[src/rtl/mlp_seq_pkg.sv]
// Shared types and constants for the MLP load sequencer.
//   state_t          : sequencer FSM states
//   *_W              : index / counter widths
//   ACC_TYPE_*       : encoding of acc_load_type_o
package mlp_seq_pkg;

    localparam int DATA_W       = 32;
    localparam int NUM_LAYERS   = 8;
    localparam int ROWS         = 16;
    localparam int BEATS        = 8;
    localparam int DRAIN_CYCLES = 4;
    localparam int RESULT_WORDS = 128;
    localparam int TIMEOUT      = 1024;

    localparam int LAYER_W   = 3;
    localparam int ROW_W     = 4;
    localparam int BEAT_W    = 3;
    localparam int DRAIN_W   = $clog2(DRAIN_CYCLES + 1);
    localparam int RES_CNT_W = 8;
    localparam int TMO_W     = $clog2(TIMEOUT + 1);

    localparam logic ACC_TYPE_INPUT  = 1'b1;
    localparam logic ACC_TYPE_WEIGHT = 1'b0;

    typedef enum logic [2:0] {
        IDLE    = 3'd0,
        LOAD_IN = 3'd1,
        LOAD_W  = 3'd2,
        DRAIN   = 3'd3,
        READ    = 3'd4,
        DONE    = 3'd5
    } state_t;

endpackage

[src/rtl/mlp_load_sequencer_if.sv]
// Bundles the three data paths around the sequencer:
//   source stream  : in_valid_i / in_data_i / in_ready_o
//   accelerator    : acc_load_* / acc_*_number_o (to MLP_acc_top),
//                    acc_result_valid_i / acc_result_payload_i (from it)
//   result stream  : res_valid_o / res_data_o / res_last_o
// master: the sequencer side.  slave: source, accelerator and result sink.
interface mlp_load_sequencer_if;
    import mlp_seq_pkg::*;

    logic                in_valid_i;
    logic [DATA_W-1:0]   in_data_i;
    logic                in_ready_o;

    logic                acc_load_en_o;
    logic [DATA_W-1:0]   acc_load_payload_o;
    logic                acc_load_type_o;
    logic [ROW_W-1:0]    acc_input_load_number_o;
    logic [LAYER_W-1:0]  acc_layer_number_o;
    logic [BEAT_W-1:0]   acc_weight_number_o;

    logic                acc_result_valid_i;
    logic [DATA_W-1:0]   acc_result_payload_i;

    logic                res_valid_o;
    logic [DATA_W-1:0]   res_data_o;
    logic                res_last_o;

    modport master (
        input  in_valid_i, in_data_i, acc_result_valid_i, acc_result_payload_i,
        output in_ready_o,
        output acc_load_en_o, acc_load_payload_o, acc_load_type_o,
        output acc_input_load_number_o, acc_layer_number_o, acc_weight_number_o,
        output res_valid_o, res_data_o, res_last_o
    );

    modport slave (
        output in_valid_i, in_data_i, acc_result_valid_i, acc_result_payload_i,
        input  in_ready_o,
        input  acc_load_en_o, acc_load_payload_o, acc_load_type_o,
        input  acc_input_load_number_o, acc_layer_number_o, acc_weight_number_o,
        input  res_valid_o, res_data_o, res_last_o
    );

endinterface

[src/rtl/mlp_seq_index_cnt.sv]
// Nested beat / row / layer counter for the load sequence.
// Layer 0 rows are loaded twice (input pass then weight pass); the
// input_phase flag tracks which pass the current row is in.
//   clk, rst       : clock, synchronous active-high reset
//   clear          : start of run (indices 0, input pass)
//   advance        : one word transferred
//   beat/row/layer : current indices
//   input_phase    : current word belongs to a layer-0 input pass
//   row_end        : current word is the last beat of its pass
//   next_is_input  : finishing this pass starts a new layer-0 input pass
//   last_word      : current word is the final word of the run
module mlp_seq_index_cnt
    import mlp_seq_pkg::*;
(
    input  logic               clk,
    input  logic               rst,
    input  logic               clear,
    input  logic               advance,
    output logic [BEAT_W-1:0]  beat,
    output logic [ROW_W-1:0]   row,
    output logic [LAYER_W-1:0] layer,
    output logic               input_phase,
    output logic               row_end,
    output logic               next_is_input,
    output logic               last_word
);

    localparam logic [BEAT_W-1:0]  BEAT_MAX  = BEAT_W'(BEATS - 1);
    localparam logic [ROW_W-1:0]   ROW_MAX   = ROW_W'(ROWS - 1);
    localparam logic [LAYER_W-1:0] LAYER_MAX = LAYER_W'(NUM_LAYERS - 1);

    assign row_end       = (beat == BEAT_MAX);
    assign next_is_input = row_end && !input_phase && (layer == '0) && (row != ROW_MAX);
    assign last_word     = row_end && !input_phase && (row == ROW_MAX) && (layer == LAYER_MAX);

    // NOTE: state registers use non-blocking assignments so every flop
    // samples the pre-edge values of its neighbours, matching hardware.
    always_ff @(posedge clk) begin
        if (rst) begin
            beat        <= '0;
            row         <= '0;
            layer       <= '0;
            input_phase <= 1'b0;
        end else if (clear) begin
            beat        <= '0;
            row         <= '0;
            layer       <= '0;
            input_phase <= 1'b1;
        end else if (advance) begin
            if (!row_end) begin
                beat <= beat + 1'b1;
            end else begin
                beat <= '0;
                if (input_phase) begin
                    // Input pass done: the weight pass reuses the same row.
                    input_phase <= 1'b0;
                end else if (row != ROW_MAX) begin
                    row         <= row + 1'b1;
                    input_phase <= (layer == '0);
                end else begin
                    row <= '0;
                    if (layer != LAYER_MAX) begin
                        layer <= layer + 1'b1;
                    end
                end
            end
        end
    end

endmodule

[src/rtl/mlp_load_sequencer.sv]
// Converts a flat 32-bit word stream into the MLP accelerator load
// sequence, waits for the pipeline to drain, then forwards the result
// words to an output stream.
//   clk, rst  : clock, synchronous active-high reset
//   start_i   : begins a run when idle
//   busy_o    : run in progress
//   done_o    : one-cycle pulse at successful completion
//   err_o     : sticky error (timeout or unexpected result word)
//   bus       : source stream, accelerator load/result, result stream
module mlp_load_sequencer
    import mlp_seq_pkg::*;
(
    input  logic                 clk,
    input  logic                 rst,
    input  logic                 start_i,
    output logic                 busy_o,
    output logic                 done_o,
    output logic                 err_o,
    mlp_load_sequencer_if.master bus
);

    state_t state_q, state_d;

    logic [BEAT_W-1:0]  beat;
    logic [ROW_W-1:0]   row;
    logic [LAYER_W-1:0] layer;
    logic               input_phase;
    logic               row_end;
    logic               next_is_input;
    logic               last_word;

    logic in_ready;
    logic xfer;
    logic start_ok;
    logic spurious;
    logic res_take;
    logic res_final;
    logic timeout_hit;
    logic drain_end;

    logic [DRAIN_W-1:0]   drain_q;
    logic [RES_CNT_W-1:0] res_cnt_q;
    logic [TMO_W-1:0]     tmo_q;
    logic                 err_q;

    logic                acc_en_q;
    logic [DATA_W-1:0]   acc_payload_q;
    logic                acc_type_q;
    logic [ROW_W-1:0]    acc_row_q;
    logic [LAYER_W-1:0]  acc_layer_q;
    logic [BEAT_W-1:0]   acc_wnum_q;

    logic                res_valid_q;
    logic [DATA_W-1:0]   res_data_q;
    logic                res_last_q;

    mlp_seq_index_cnt u_index_cnt (
        .clk           (clk),
        .rst           (rst),
        .clear         (start_ok),
        .advance       (xfer),
        .beat          (beat),
        .row           (row),
        .layer         (layer),
        .input_phase   (input_phase),
        .row_end       (row_end),
        .next_is_input (next_is_input),
        .last_word     (last_word)
    );

    assign in_ready    = (state_q == LOAD_IN) || (state_q == LOAD_W);
    assign xfer        = bus.in_valid_i && in_ready;
    assign start_ok    = (state_q == IDLE) && start_i;
    assign spurious    = bus.acc_result_valid_i &&
                         (state_q inside {IDLE, LOAD_IN, LOAD_W, DRAIN});
    assign res_take    = (state_q == READ) && bus.acc_result_valid_i;
    assign res_final   = res_take && (res_cnt_q == RES_CNT_W'(RESULT_WORDS - 1));
    assign timeout_hit = (state_q == READ) && !bus.acc_result_valid_i &&
                         (tmo_q == TMO_W'(TIMEOUT - 1));
    assign drain_end   = (state_q == DRAIN) && (drain_q == DRAIN_W'(DRAIN_CYCLES - 1));

    always_ff @(posedge clk) begin
        if (rst) begin
            state_q <= IDLE;
        end else begin
            state_q <= state_d;
        end
    end

    // NOTE: state_d is given its default before the case so every path
    // assigns it and no latch is inferred.
    always_comb begin
        state_d = state_q;
        unique case (state_q)
            IDLE:    if (start_i) state_d = LOAD_IN;
            LOAD_IN: if (xfer && row_end) state_d = LOAD_W;
            LOAD_W: begin
                if (xfer && row_end) begin
                    if (last_word) begin
                        state_d = DRAIN;
                    end else if (next_is_input) begin
                        state_d = LOAD_IN;
                    end
                end
            end
            DRAIN:   if (drain_end) state_d = READ;
            READ: begin
                if (res_final) begin
                    state_d = DONE;
                end else if (timeout_hit) begin
                    state_d = IDLE;
                end
            end
            DONE:    state_d = IDLE;
            default: state_d = IDLE;
        endcase
    end

    always_ff @(posedge clk) begin
        // NOTE: the payload and data registers are reset as well because
        // every output must read zero straight after reset.
        if (rst) begin
            acc_en_q      <= 1'b0;
            acc_payload_q <= '0;
            acc_type_q    <= 1'b0;
            acc_row_q     <= '0;
            acc_layer_q   <= '0;
            acc_wnum_q    <= '0;
            res_valid_q   <= 1'b0;
            res_data_q    <= '0;
            res_last_q    <= 1'b0;
            drain_q       <= '0;
            res_cnt_q     <= '0;
            tmo_q         <= '0;
            err_q         <= 1'b0;
        end else begin
            // Load path: one registered stage; indices hold on bubbles.
            acc_en_q <= xfer;
            if (xfer) begin
                acc_payload_q <= bus.in_data_i;
                acc_type_q    <= input_phase ? ACC_TYPE_INPUT : ACC_TYPE_WEIGHT;
                acc_row_q     <= row;
                acc_layer_q   <= layer;
                acc_wnum_q    <= input_phase ? '0 : beat;
            end

            res_valid_q <= res_take;
            res_last_q  <= res_final;
            if (res_take) begin
                res_data_q <= bus.acc_result_payload_i;
            end

            if (start_ok) begin
                err_q     <= 1'b0;
                drain_q   <= '0;
                res_cnt_q <= '0;
                tmo_q     <= '0;
            end

            if (state_q == DRAIN) begin
                drain_q <= drain_end ? '0 : drain_q + 1'b1;
                tmo_q   <= '0;
            end

            if (state_q == READ) begin
                if (res_take) begin
                    res_cnt_q <= res_cnt_q + 1'b1;
                    tmo_q     <= '0;
                end else if (tmo_q != TMO_W'(TIMEOUT)) begin
                    tmo_q <= tmo_q + 1'b1;
                end
            end

            // Placed after the start clear so an error in the start cycle wins.
            if (spurious || timeout_hit) begin
                err_q <= 1'b1;
            end
        end
    end

    assign busy_o = state_q inside {LOAD_IN, LOAD_W, DRAIN, READ};
    assign done_o = (state_q == DONE);
    assign err_o  = err_q;

    assign bus.in_ready_o              = in_ready;
    assign bus.acc_load_en_o           = acc_en_q;
    assign bus.acc_load_payload_o      = acc_payload_q;
    assign bus.acc_load_type_o         = acc_type_q;
    assign bus.acc_input_load_number_o = acc_row_q;
    assign bus.acc_layer_number_o      = acc_layer_q;
    assign bus.acc_weight_number_o     = acc_wnum_q;
    assign bus.res_valid_o             = res_valid_q;
    assign bus.res_data_o              = res_data_q;
    assign bus.res_last_o              = res_last_q;

endmodule

[src/flat_wrapper.sv]
// flat-port wrapper written by rule: the top's interface ports become plain ports
module mlp_load_sequencer_flat import mlp_seq_pkg::*;
  (clk, rst, start_i, busy_o, done_o, err_o, bus_in_valid_i, bus_in_data_i, bus_acc_result_valid_i, bus_acc_result_payload_i, bus_in_ready_o, bus_acc_load_en_o, bus_acc_load_payload_o, bus_acc_load_type_o, bus_acc_input_load_number_o, bus_acc_layer_number_o, bus_acc_weight_number_o, bus_res_valid_o, bus_res_data_o, bus_res_last_o);
  mlp_load_sequencer_if bus_i ();
  input  logic clk;
  input  logic rst;
  input  logic start_i;
  output logic busy_o;
  output logic done_o;
  output logic err_o;
  input wire logic [$bits(bus_i.in_valid_i)-1:0] bus_in_valid_i;
  input wire logic [$bits(bus_i.in_data_i)-1:0] bus_in_data_i;
  input wire logic [$bits(bus_i.acc_result_valid_i)-1:0] bus_acc_result_valid_i;
  input wire logic [$bits(bus_i.acc_result_payload_i)-1:0] bus_acc_result_payload_i;
  output wire logic [$bits(bus_i.in_ready_o)-1:0] bus_in_ready_o;
  output wire logic [$bits(bus_i.acc_load_en_o)-1:0] bus_acc_load_en_o;
  output wire logic [$bits(bus_i.acc_load_payload_o)-1:0] bus_acc_load_payload_o;
  output wire logic [$bits(bus_i.acc_load_type_o)-1:0] bus_acc_load_type_o;
  output wire logic [$bits(bus_i.acc_input_load_number_o)-1:0] bus_acc_input_load_number_o;
  output wire logic [$bits(bus_i.acc_layer_number_o)-1:0] bus_acc_layer_number_o;
  output wire logic [$bits(bus_i.acc_weight_number_o)-1:0] bus_acc_weight_number_o;
  output wire logic [$bits(bus_i.res_valid_o)-1:0] bus_res_valid_o;
  output wire logic [$bits(bus_i.res_data_o)-1:0] bus_res_data_o;
  output wire logic [$bits(bus_i.res_last_o)-1:0] bus_res_last_o;
  assign bus_i.in_valid_i = bus_in_valid_i;
  assign bus_i.in_data_i = bus_in_data_i;
  assign bus_i.acc_result_valid_i = bus_acc_result_valid_i;
  assign bus_i.acc_result_payload_i = bus_acc_result_payload_i;
  assign bus_in_ready_o = bus_i.in_ready_o;
  assign bus_acc_load_en_o = bus_i.acc_load_en_o;
  assign bus_acc_load_payload_o = bus_i.acc_load_payload_o;
  assign bus_acc_load_type_o = bus_i.acc_load_type_o;
  assign bus_acc_input_load_number_o = bus_i.acc_input_load_number_o;
  assign bus_acc_layer_number_o = bus_i.acc_layer_number_o;
  assign bus_acc_weight_number_o = bus_i.acc_weight_number_o;
  assign bus_res_valid_o = bus_i.res_valid_o;
  assign bus_res_data_o = bus_i.res_data_o;
  assign bus_res_last_o = bus_i.res_last_o;
  mlp_load_sequencer u_core (.clk(clk), .rst(rst), .start_i(start_i), .busy_o(busy_o), .done_o(done_o), .err_o(err_o), .bus(bus_i));
endmodule
[config.mk]
export PLATFORM = sky130hd
export DESIGN_NAME = mlp_load_sequencer_flat
export DESIGN_NICKNAME = d
export VERILOG_FILES = /design/src/rtl/mlp_seq_pkg.sv /design/src/rtl/mlp_load_sequencer_if.sv /design/src/rtl/mlp_seq_index_cnt.sv /design/src/rtl/mlp_load_sequencer.sv /design/src/flat_wrapper.sv
export SDC_FILE = /design/constraint.sdc
export NUM_CORES = 1
export LEC_CHECK = 0
export ABC_CLOCK_PERIOD_IN_PS = 2100
export CAP_MARGIN = 20
export CORE_MARGIN = 3
export CORE_UTILIZATION = 29
export DETAILED_ROUTE_END_ITERATION = 8
export SLEW_MARGIN = 30
export SYNTH_ARGS = -nofsm -noshare
export SYNTH_HDL_FRONTEND = slang
export SYNTH_HIERARCHICAL = 1
export SYNTH_SLANG_ARGS = --single-unit
export TNS_END_PERCENT = 50
[constraint.sdc]
create_clock -name clk -period 2.1 [get_ports clk]
set_input_delay 0.315 -clock clk [delete_from_list [all_inputs] [get_ports clk]]
set_output_delay 0.315 -clock clk [all_outputs]
set_load 0.01 [all_outputs]
Yosys cells after proc, flatten, opt, wreduce, memory -nomap -nowiden

Index checks and enable logic that the tools add are counted.

Logic and storage cells: 108
Input bits: 69
Bits in registers: 115
Output and inout port bits: 82

Reduce and logical (&&, ||, !) cells: 31
Bitwise gates (word level): 2
Multiplexer cells: 31
Equality and inequality tests: 20
$add $sub $neg: 6

Operator list:

| cell                  | count |
|---|---|
| $mux 11               | 5 |
| $mux 3                | 13 |
| $mux 8                | 3 |
| $pmux 3 s5            | 1 |
| $logic_and 1x1->1     | 14 |
| $eq 3x3->1 const B    | 4 |
| $add 11x1->11 const B | 1 |
| $eq 11x10->1 const B  | 1 |
| $ne 11x11->1 const B  | 1 |
| $add 3x1->3 const B   | 3 |
| $eq 3x2->1 const B    | 3 |
| $add 8x1->8 const B   | 1 |
| $eq 8x7->1 const B    | 1 |
| $mux 1                | 8 |
| $reduce_bool 2->1     | 4 |
| $reduce_bool 4->1     | 2 |
| $logic_not 3->1       | 2 |
| $ne 2x2->1 const B    | 3 |
| $ne 3x1->1 const B    | 2 |
| $reduce_and 6->1      | 1 |
| $reduce_and 5->1      | 1 |
| $add 4x1->4 const B   | 1 |
| $eq 4x4->1 const B    | 1 |
| $mux 4                | 1 |
| 10 further kinds      | 13 |

Logic depth before layout (Yosys ltp)

Gate-level depths: netlist (run 1).

Depth after elaboration: 8
Gate-level depth with buffers: 10
Depth with buffers taken out: 9

Hierarchy

The synthesis (run 1) kept the hierarchy.

Modules (own cells, without submodules):

| module             | times used | cells each | area an instance (µm²) | sequential area each (µm²) |
|---|---|---|---|---|
| mlp_load_sequencer | 1          | 519        | 4,185.3                | 2,082.0 |
| mlp_seq_index_cnt  | 1          | 69         | 616.8                  | 220.2 |

Least setup slack after synthesis (run 1)

Ideal clock, no wire load.

Path kind: reg-to-reg
Start point: reg u_core.state_q[1]
End point: reg u_core.u_index_cnt.row[3]
Cell stages (with the launch flop): 11
Arrival: 1.986 ns
Setup time: 0.088 ns
Data required time: 2.012 ns
Buffers on the path: 4
Period minus slack after synthesis: 2.074 ns
Setup slack: 0.026 ns
Cells stage by stage: dfxtp_1 -> buf_2 -> xor2_1 -> nand3_1 -> inv_2 -> buf_2 -> buf_6 -> and3b_1 -> buf_6 -> a41oi_2 -> a311oi_2

Longest elaborated chain between the ends: 4
Elaborated cells on any way between the ends: 8
Those cells by class: eq/ne (2); reduce/logical (6)

Ends and longest elaborated chain:

| item                                            | RTL line                 | text |
|---|---|---|
| from (decl)                                     | mlp_load_sequencer.sv:22 | `state_t state_q, state_d;` |
| from (signal assigned)                          | mlp_load_sequencer.sv:86 | `state_q <= state_d;` |
| $eq 3x1->1 / $eq 3x2->1 (equally long branches) | mlp_load_sequencer.sv:71 | `assign in_ready = (state_q == LOAD_IN) \|\| (state_q == LOAD_W);` |
| $logic_or 1x1->1 *                              | mlp_load_sequencer.sv:71 |  |
| $logic_and 1x1->1 *                             | mlp_load_sequencer.sv:72 | `assign xfer = bus.in_valid_i && in_ready;` |
| named net u_core.xfer                           | mlp_load_sequencer.sv:33 | `logic xfer;` |
| $reduce_and 3->1 (no line) *                    | --                       |  |
| to (signal assigned)                            | mlp_seq_index_cnt.sv:58  | `row <= row + 1'b1;` |
| to (decl)                                       | mlp_seq_index_cnt.sv:20  | `output logic [ROW_W-1:0] row,` |

The timed path passes the listed nets; every way through them passes the cells marked *.
A chain may end at the register's enable or synchronous reset.

Worst setup path after layout (run 1)

Start point: reg u_core.state_q[0]
End point: out bus_in_ready_o

Longest elaborated chain between the ends: 2
Elaborated cells on any way between the ends: 3
Those cells by class: eq/ne (2); reduce/logical (1)

Ends and longest elaborated chain:

| item                                            | RTL line                 | text |
|---|---|---|
| $eq 3x1->1 / $eq 3x2->1 (equally long branches) | mlp_load_sequencer.sv:71 |  |
| $logic_or 1x1->1 *                              | mlp_load_sequencer.sv:71 |  |
| to (decl)                                       | flat_wrapper.sv:15       | `output wire logic [$bits(bus_i.in_ready_o)-1:0] bus_in_ready_o;` |

Mark *: on every way between the ends. The rest lies on a longest branch, timed or not.

==> results.tsv, run 1 <==
metric	value	unit
Synth Area in Simple Gates	26.94	%
wire length per cell	13.62	um
delay-heaviest family, CP	buffers and inverters	
synthesized cell area	4802	um2
crit end category	output port	
GPL Wtd Cong	0.8194	
gr ovfl total	0	
CTS tree	yes	
Total Power	5.613	mW
CP max stage cell	clkdlybuf4s50_1	
Synth Flop Type	dfxtp_1	
Max VDD drop	0.6572	mV
Clock Tree Buf Depth	2	
Hold Path Cell Cnt	2	
complex-gate fraction of the synthesized area	15.74	%
initial core utilization	29.90	%
Psw	1.151	mW
crit path cell chain	buf_4 -> xnor2_1 -> nor2_1 -> clkdlybuf4s50_1	
Syn. warnings	6	
Flop pwr share	39.7	%
largest family of logic cells by synthesized area	simple AND/OR/NAND/NOR gates	
post-synthesis cell count	588	
commonest non-fill, non-tap cell in the layout	nand2_1	
Filler cells	1532	
clock period minus worst slack	2.025	ns
status	finished clean	
Buf+Inv Stages, Crit Path	2	
worst hold path endpoint	u_core/drain_q[1]	
Die W	134.7	um
measured slew at the worst slew-check pin	0.5823	ns
Max Fclk	493.9	MHz
Reg clk slew, reported paths	0.05	ns
Sw Ratio	20.51	%
max-slew headroom at the worst pin	60.82	%
EDFF count, synth	0	
first-pass GRT wire length	21400	um
Clock Latency Late Sink	0.41	ns
Clk pwr share	54.1	%
Total Negative Setup Slacks	0	ns
PnR worst setup slack	0.07522	ns
unrepaired setup endpoints after global routing	no	
hold_sp	rst	
ANT nets after route	0	
mux contribution to synthesized area	1.120	%
clk sink count	115	
Post-Route Hold Slack	0.3065	ns
Final Hold Viols	0	
Async SR Flop Fraction	0	%
Multi-input gate area	2290	um2
reg2reg path depth	6	
Die Ht	134.7	um
# diodes	0	
Pre-antenna DRT Iters	5	
largest net degree at the start of global routing	48	
Post-Syn Area per Cell	8.167	um2
Slowest Stage Delay on Critical Path	0.54	ns
clk root buf	clkbuf_16	
post-synthesis adder-cell area fraction	2.606	%
Pleak	2.509	nW
CP required	1.78	ns
CTS H-Tree Depth	4	
global-route usage over all layers	14.45	%
Worst Skew	0.006593	ns
Worst R2R Start	u_core/tmo_q[0]	
Comb power frac	6.2	%
Rows	46	
postcts setup bufs	0	
initial antenna violation count	0	
setup violators final	0	
IO buf count	150	
R2R setup slack	0.16	ns
FF-to-FF End	u_core/tmo_q[1]	
io pins	151	
Crit Path Max Fanout	8	
#FFs+latches synth	115	
Synth cell types	60	
DR DRC count	0	
Post-Syn Nets	667	
Setup crit start kind	flop	
commonest non-fill, non-tap cells in the layout	nand2_1 (173), clkdlybuf4s50_1 (147), dfxtp_1 (112)	
worst hold path type	input port to flop	
dpl ws	0.04592	ns
max_cap viols	0	
Slew Limit Fails	0	
P per Cell Area	777.0	nW/um2
post-layout net count	819	
Sequential cell area	2308	um2
Total Wirelength	13180	um
vias in the first global route	4504	
Post-Synth XOR/XNOR Area	0.9119	%
Crit path arrival time	1.71	ns
layout cells sized above 1	9.707	%
die area	18140	um2
dpl hpwl	9189	um
Seq/Total Area, Yosys	47.94	%
vias	4570	
kind of critical path	flop to output port	
Initial DRC Count	229	
P&R area growth vs syn	50.42	%
Core Box Area	16060	um2
internal power	4.461	mW
Vias/cell	4.721	
TritonCTS Buffers	17	
period utilization	96.42	%
## synth_stat cells (4+ instances only)
| library cell | count | area (um2) |
|---|---|---|
| or3_1 | 5 | 31.28 |
| nand2_1 | 173 | 649.4 |
| nand3_1 | 13 | 65.06 |
| nor3_1 | 6 | 30.03 |
| ha_1 | 10 | 125.1 |
| nand4_1 | 7 | 43.79 |
| a21oi_1 | 94 | 470.5 |
| o31ai_1 | 4 | 30.03 |
| buf_6 | 4 | 45.04 |
| dfxtp_1 | 115 | 2302 |
| o21ai_1 | 4 | 20.02 |
| buf_2 | 5 | 25.02 |
| nor2_1 | 22 | 82.58 |
| nor4_1 | 5 | 31.28 |
| clkbuf_1 | 27 | 101.4 |
| nor3b_1 | 7 | 52.55 |
| inv_1 | 10 | 37.54 |
| nand3b_1 | 7 | 52.55 |
| a31oi_1 | 6 | 37.54 |
## sequential cells by signal, summed over array words and instances, names as in the netlist
signal,flops
u_core/bus.acc_load_payload_o,32
u_core/bus.res_data_o,32
u_core/tmo_q,11
u_core/res_cnt_q,8
u_core/bus.acc_input_load_number_o,4
u_core/u_index_cnt/row,4
u_core/bus.acc_layer_number_o,3
u_core/bus.acc_weight_number_o,3
u_core/drain_q,3
u_core/state_q,3
u_core/u_index_cnt/beat,3
u_core/u_index_cnt/layer,3
u_core/bus.acc_load_en_o,1
u_core/bus.acc_load_type_o,1
u_core/bus.res_last_o,1
u_core/bus.res_valid_o,1
u_core/err_o,1
u_core/u_index_cnt/input_phase,1
## through the flow
stage	util [%]	cells	area [um2]
6_report	44.98	968	7223
5_1_grt	44.98	968	7223
3_5_place_dp	40.92	937	6571
2_1_floorplan	-	588	4802
3_3_place_gp	40.92	937	6571
4_1_cts	44.83	968	7198
## power by group through the flow
stage / sequential [mW] / combinational, mW / clock [mW]
floorplan: 2.28 / 0.128 / 0
global placement: 2.27 / 0.344 / 0
detailed placement: 2.27 / 0.348 / 0
CTS: 2.23 / 0.351 / 3.13
global route: 2.23 / 0.375 / 3.23
finish: 2.23 / 0.347 / 3.04
## timing repair
item / CTS / global route
gates cloned: 0 / 0
hold buffers: 0 / 0
endpoints found under the setup margin: 3 / 4
gates resized for setup: 2 / 7
## how the worst max path moves through the flow
| stage | start | end | slack [ns] | depth (start not counted) |
|---|---|---|---|---|
| after global placement | bus_acc_result_valid_i | u_core/tmo_q[6] | 0.06 | 4 |
| final | u_core/state_q[0] | bus_in_ready_o | 0.08 | 4 |
| after global routing | u_core/u_index_cnt/layer[1] | u_core/state_q[0] | 0.0001 | 8 |
| after CTS | u_core/state_q[0] | busy_o | 0.007 | 4 |
| after floorplan | u_core/state_q[1] | u_core/u_index_cnt/row[3] | 0.03 | 10 |
| after detailed placement | bus_acc_result_valid_i | u_core/tmo_q[6] | 0.05 | 4 |
## area by class of cell
class                   count  area share (%)
clock buffers              20           6.461
well taps                 216           3.742
clock inverters            11           2.183
flip-flops and latches    115           31.96
repair buffers            172           23.33
multi-input cells         422           31.70
inverters                  12          0.6236
## worst register-to-register path, stage by stage, from the launching register on
cell and delay [ns]:
dfxtp_1 0.36, inv_1 0.07, ha_1 0.13, or4b_1 0.52
nor4_4 0.38, o21ai_1 0.11, a221oi_1 0.27
## layer usage
layer / track usage (%) / wire, um / vias to the layer above
li1: - / - / 2318
met1: 16.91 / 5824 / 2107
met2: 23.76 / 6157 / 129
met3: 6.148 / 1049 / 16
met4: 5.034 / 151 / 0
met5: 0 / 0 / -
## kinds of logic (layout without fill, tap and decap cells)
logic type	count (synthesis)	in the layout
AND/OR/NAND/NOR	272	272
AO/OA/AOI/OAI	130	130
flip-flops	115	115
buffers and inverters	51	215
adder cells (fa/ha/maj)	10	10
XOR/XNOR	5	5
multiplexers	5	5
Power figures use the tool's default switching activity.
==> run 2: changes to the inputs <==
- CORE_MARGIN: 3 -> 2
==> results.tsv, run 2 (same netlist as run 1, synthesis figures left out) <==
metric	value	unit
Rows	47	
unrepaired setup endpoints after global routing	no	
Worst R2R Start	u_core/u_index_cnt/layer[1]	
IO buf count	150	
first-pass GRT wire length	20620	um
P per Cell Area	757.6	nW/um2
Setup crit start kind	flop	
Pre-antenna DRT Iters	4	
measured slew at the worst slew-check pin	0.4795	ns
period utilization	95.73	%
gr ovfl total	0	
P&R area growth vs syn	50.13	%
kind of critical path	flop to output port	
layout cells sized above 1	9.416	%
wire length per cell	12.89	um
Total Negative Setup Slacks	0	ns
clock period minus worst slack	2.010	ns
TritonCTS Buffers	17	
Core Box Area	16410	um2
reg2reg path depth	8	
largest net degree at the start of global routing	45	
Slew Limit Fails	0	
Total Power	5.462	mW
Finished Layout Cells	974	
Final Hold Viols	0	
hold_sp	rst	
Filler cells	1645	
status	finished clean	
setup violators final	0	
Clock Tree Buf Depth	2	
clk sink count	115	
Pleak	2.471	nW
Die W	132.7	um
CTS H-Tree Depth	4	
initial core utilization	29.27	%
Vias/cell	4.622	
DR DRC count	0	
Worst Skew	0.008480	ns
GPL Wtd Cong	0.7771	
max-slew headroom at the worst pin	68.03	%
Total Wirelength	12550	um
die area	17600	um2
dpl hpwl	8402	um
# diodes	0	
max_cap viols	0	
crit end category	output port	
Crit path arrival time	1.70	ns
CTS tree	yes	
dpl cells	942	
crit path launch	u_core/state_q[0]	
Final Core Density	43.94	%
initial antenna violation count	0	
Hold Path Cell Cnt	2	
Clock Latency Late Sink	0.41	ns
global-route usage over all layers	14.39	%
vias	4502	
clk root buf	clkbuf_16	
CP required	1.78	ns
commonest non-fill, non-tap cells in the layout	nand2_1 (173), clkdlybuf4s50_1 (147), dfxtp_1 (114)	
Initial DRC Count	204	
post-layout net count	820	
io pins	151	
commonest non-fill, non-tap cell in the layout	nand2_1	
Die Ht	132.7	um
Reg clk slew, reported paths	0.05	ns
Crit Path Max Fanout	16	
vias in the first global route	4173	
ANT nets after route	0	
Max VDD drop	0.5132	mV
Max Fclk	497.5	MHz
worst hold path type	input port to flop	
[run 2: cell count changes in the layout (fill, tap and decap cells not counted), sizes merged]
cell          delta
clkinvlp         +3
buf              +1
bufinv           -1
clkbuf           -1
dlygate4sd2      +1
dlymetal6s2s     -1
[run 2: through the flow]
stage / hold WS, ns / instance area (um2) / setup WS [ns]
finish: 0.3269 / 7209 / 0.08977
global route: 0.3207 / 7209 / 0.008223
CTS: 0.3113 / 7194 / 0.05114
detailed placement: 0.4432 / 6596 / 0.04765
global placement: 0.4420 / 6596 / 0.06208
floorplan: 0.3841 / 4802 / 0.02597
[run 2: worst paths after layout]
path,endpoint,slack (ns)
max,bus_in_ready_o,0.09
min,u_core/state_q[1],0.33
max reg2reg,u_core/state_q[0],0.21
min reg2reg,u_core/bus.acc_weight_number_o[1],0.45
[run 2: cell type report]
class                           count  area, um2  area share, %
Tap cell                          220      275.3          3.818
Sequential cell                   115       2303          31.95
Clock inverter                     13      161.4          2.239
Inverter                           12      45.04         0.6248
Timing Repair Buffer              173       1702          23.60
Clock buffer                       19      432.9          6.005
Multi-Input combinational cell    422       2290          31.76
[run 2: metal layers]
| metal | GRT usage (%) | wire length (um) |
|---|---|---|
| met1 | 17.83 | 5881 |
| met4 | 4.062 | 75 |
| met2 | 22.54 | 5655 |
| met5 | 0 | 0 |
| met3 | 6.590 | 939 |
[run 2: where the power goes]
group / switching [mW] / leakage [nW] / internal [mW] / total, mW
combinational: 0.151 / 1.26 / 0.195 / 0.346
sequential: 0.0155 / 0.928 / 2.21 / 2.22
clock: 1.03 / 0.279 / 1.86 / 2.89
total: 1.20 / 2.47 / 4.26 / 5.46
[run 2: worst max-delay path, cell delays in order, from the launching register on]
cell             delay [ns]
dfxtp_1                0.36
buf_6                  0.19
xnor2_1                0.12
nor2_1                 0.09
clkdlybuf4s50_1        0.53
[run 2: timing repair]
action	4_1_cts	5_1_grt
hold buffers	0	0
resized for setup	3	3
setup buffers	0	0
hold endpoints to repair	0	0
endpoints found under the setup margin	2	2
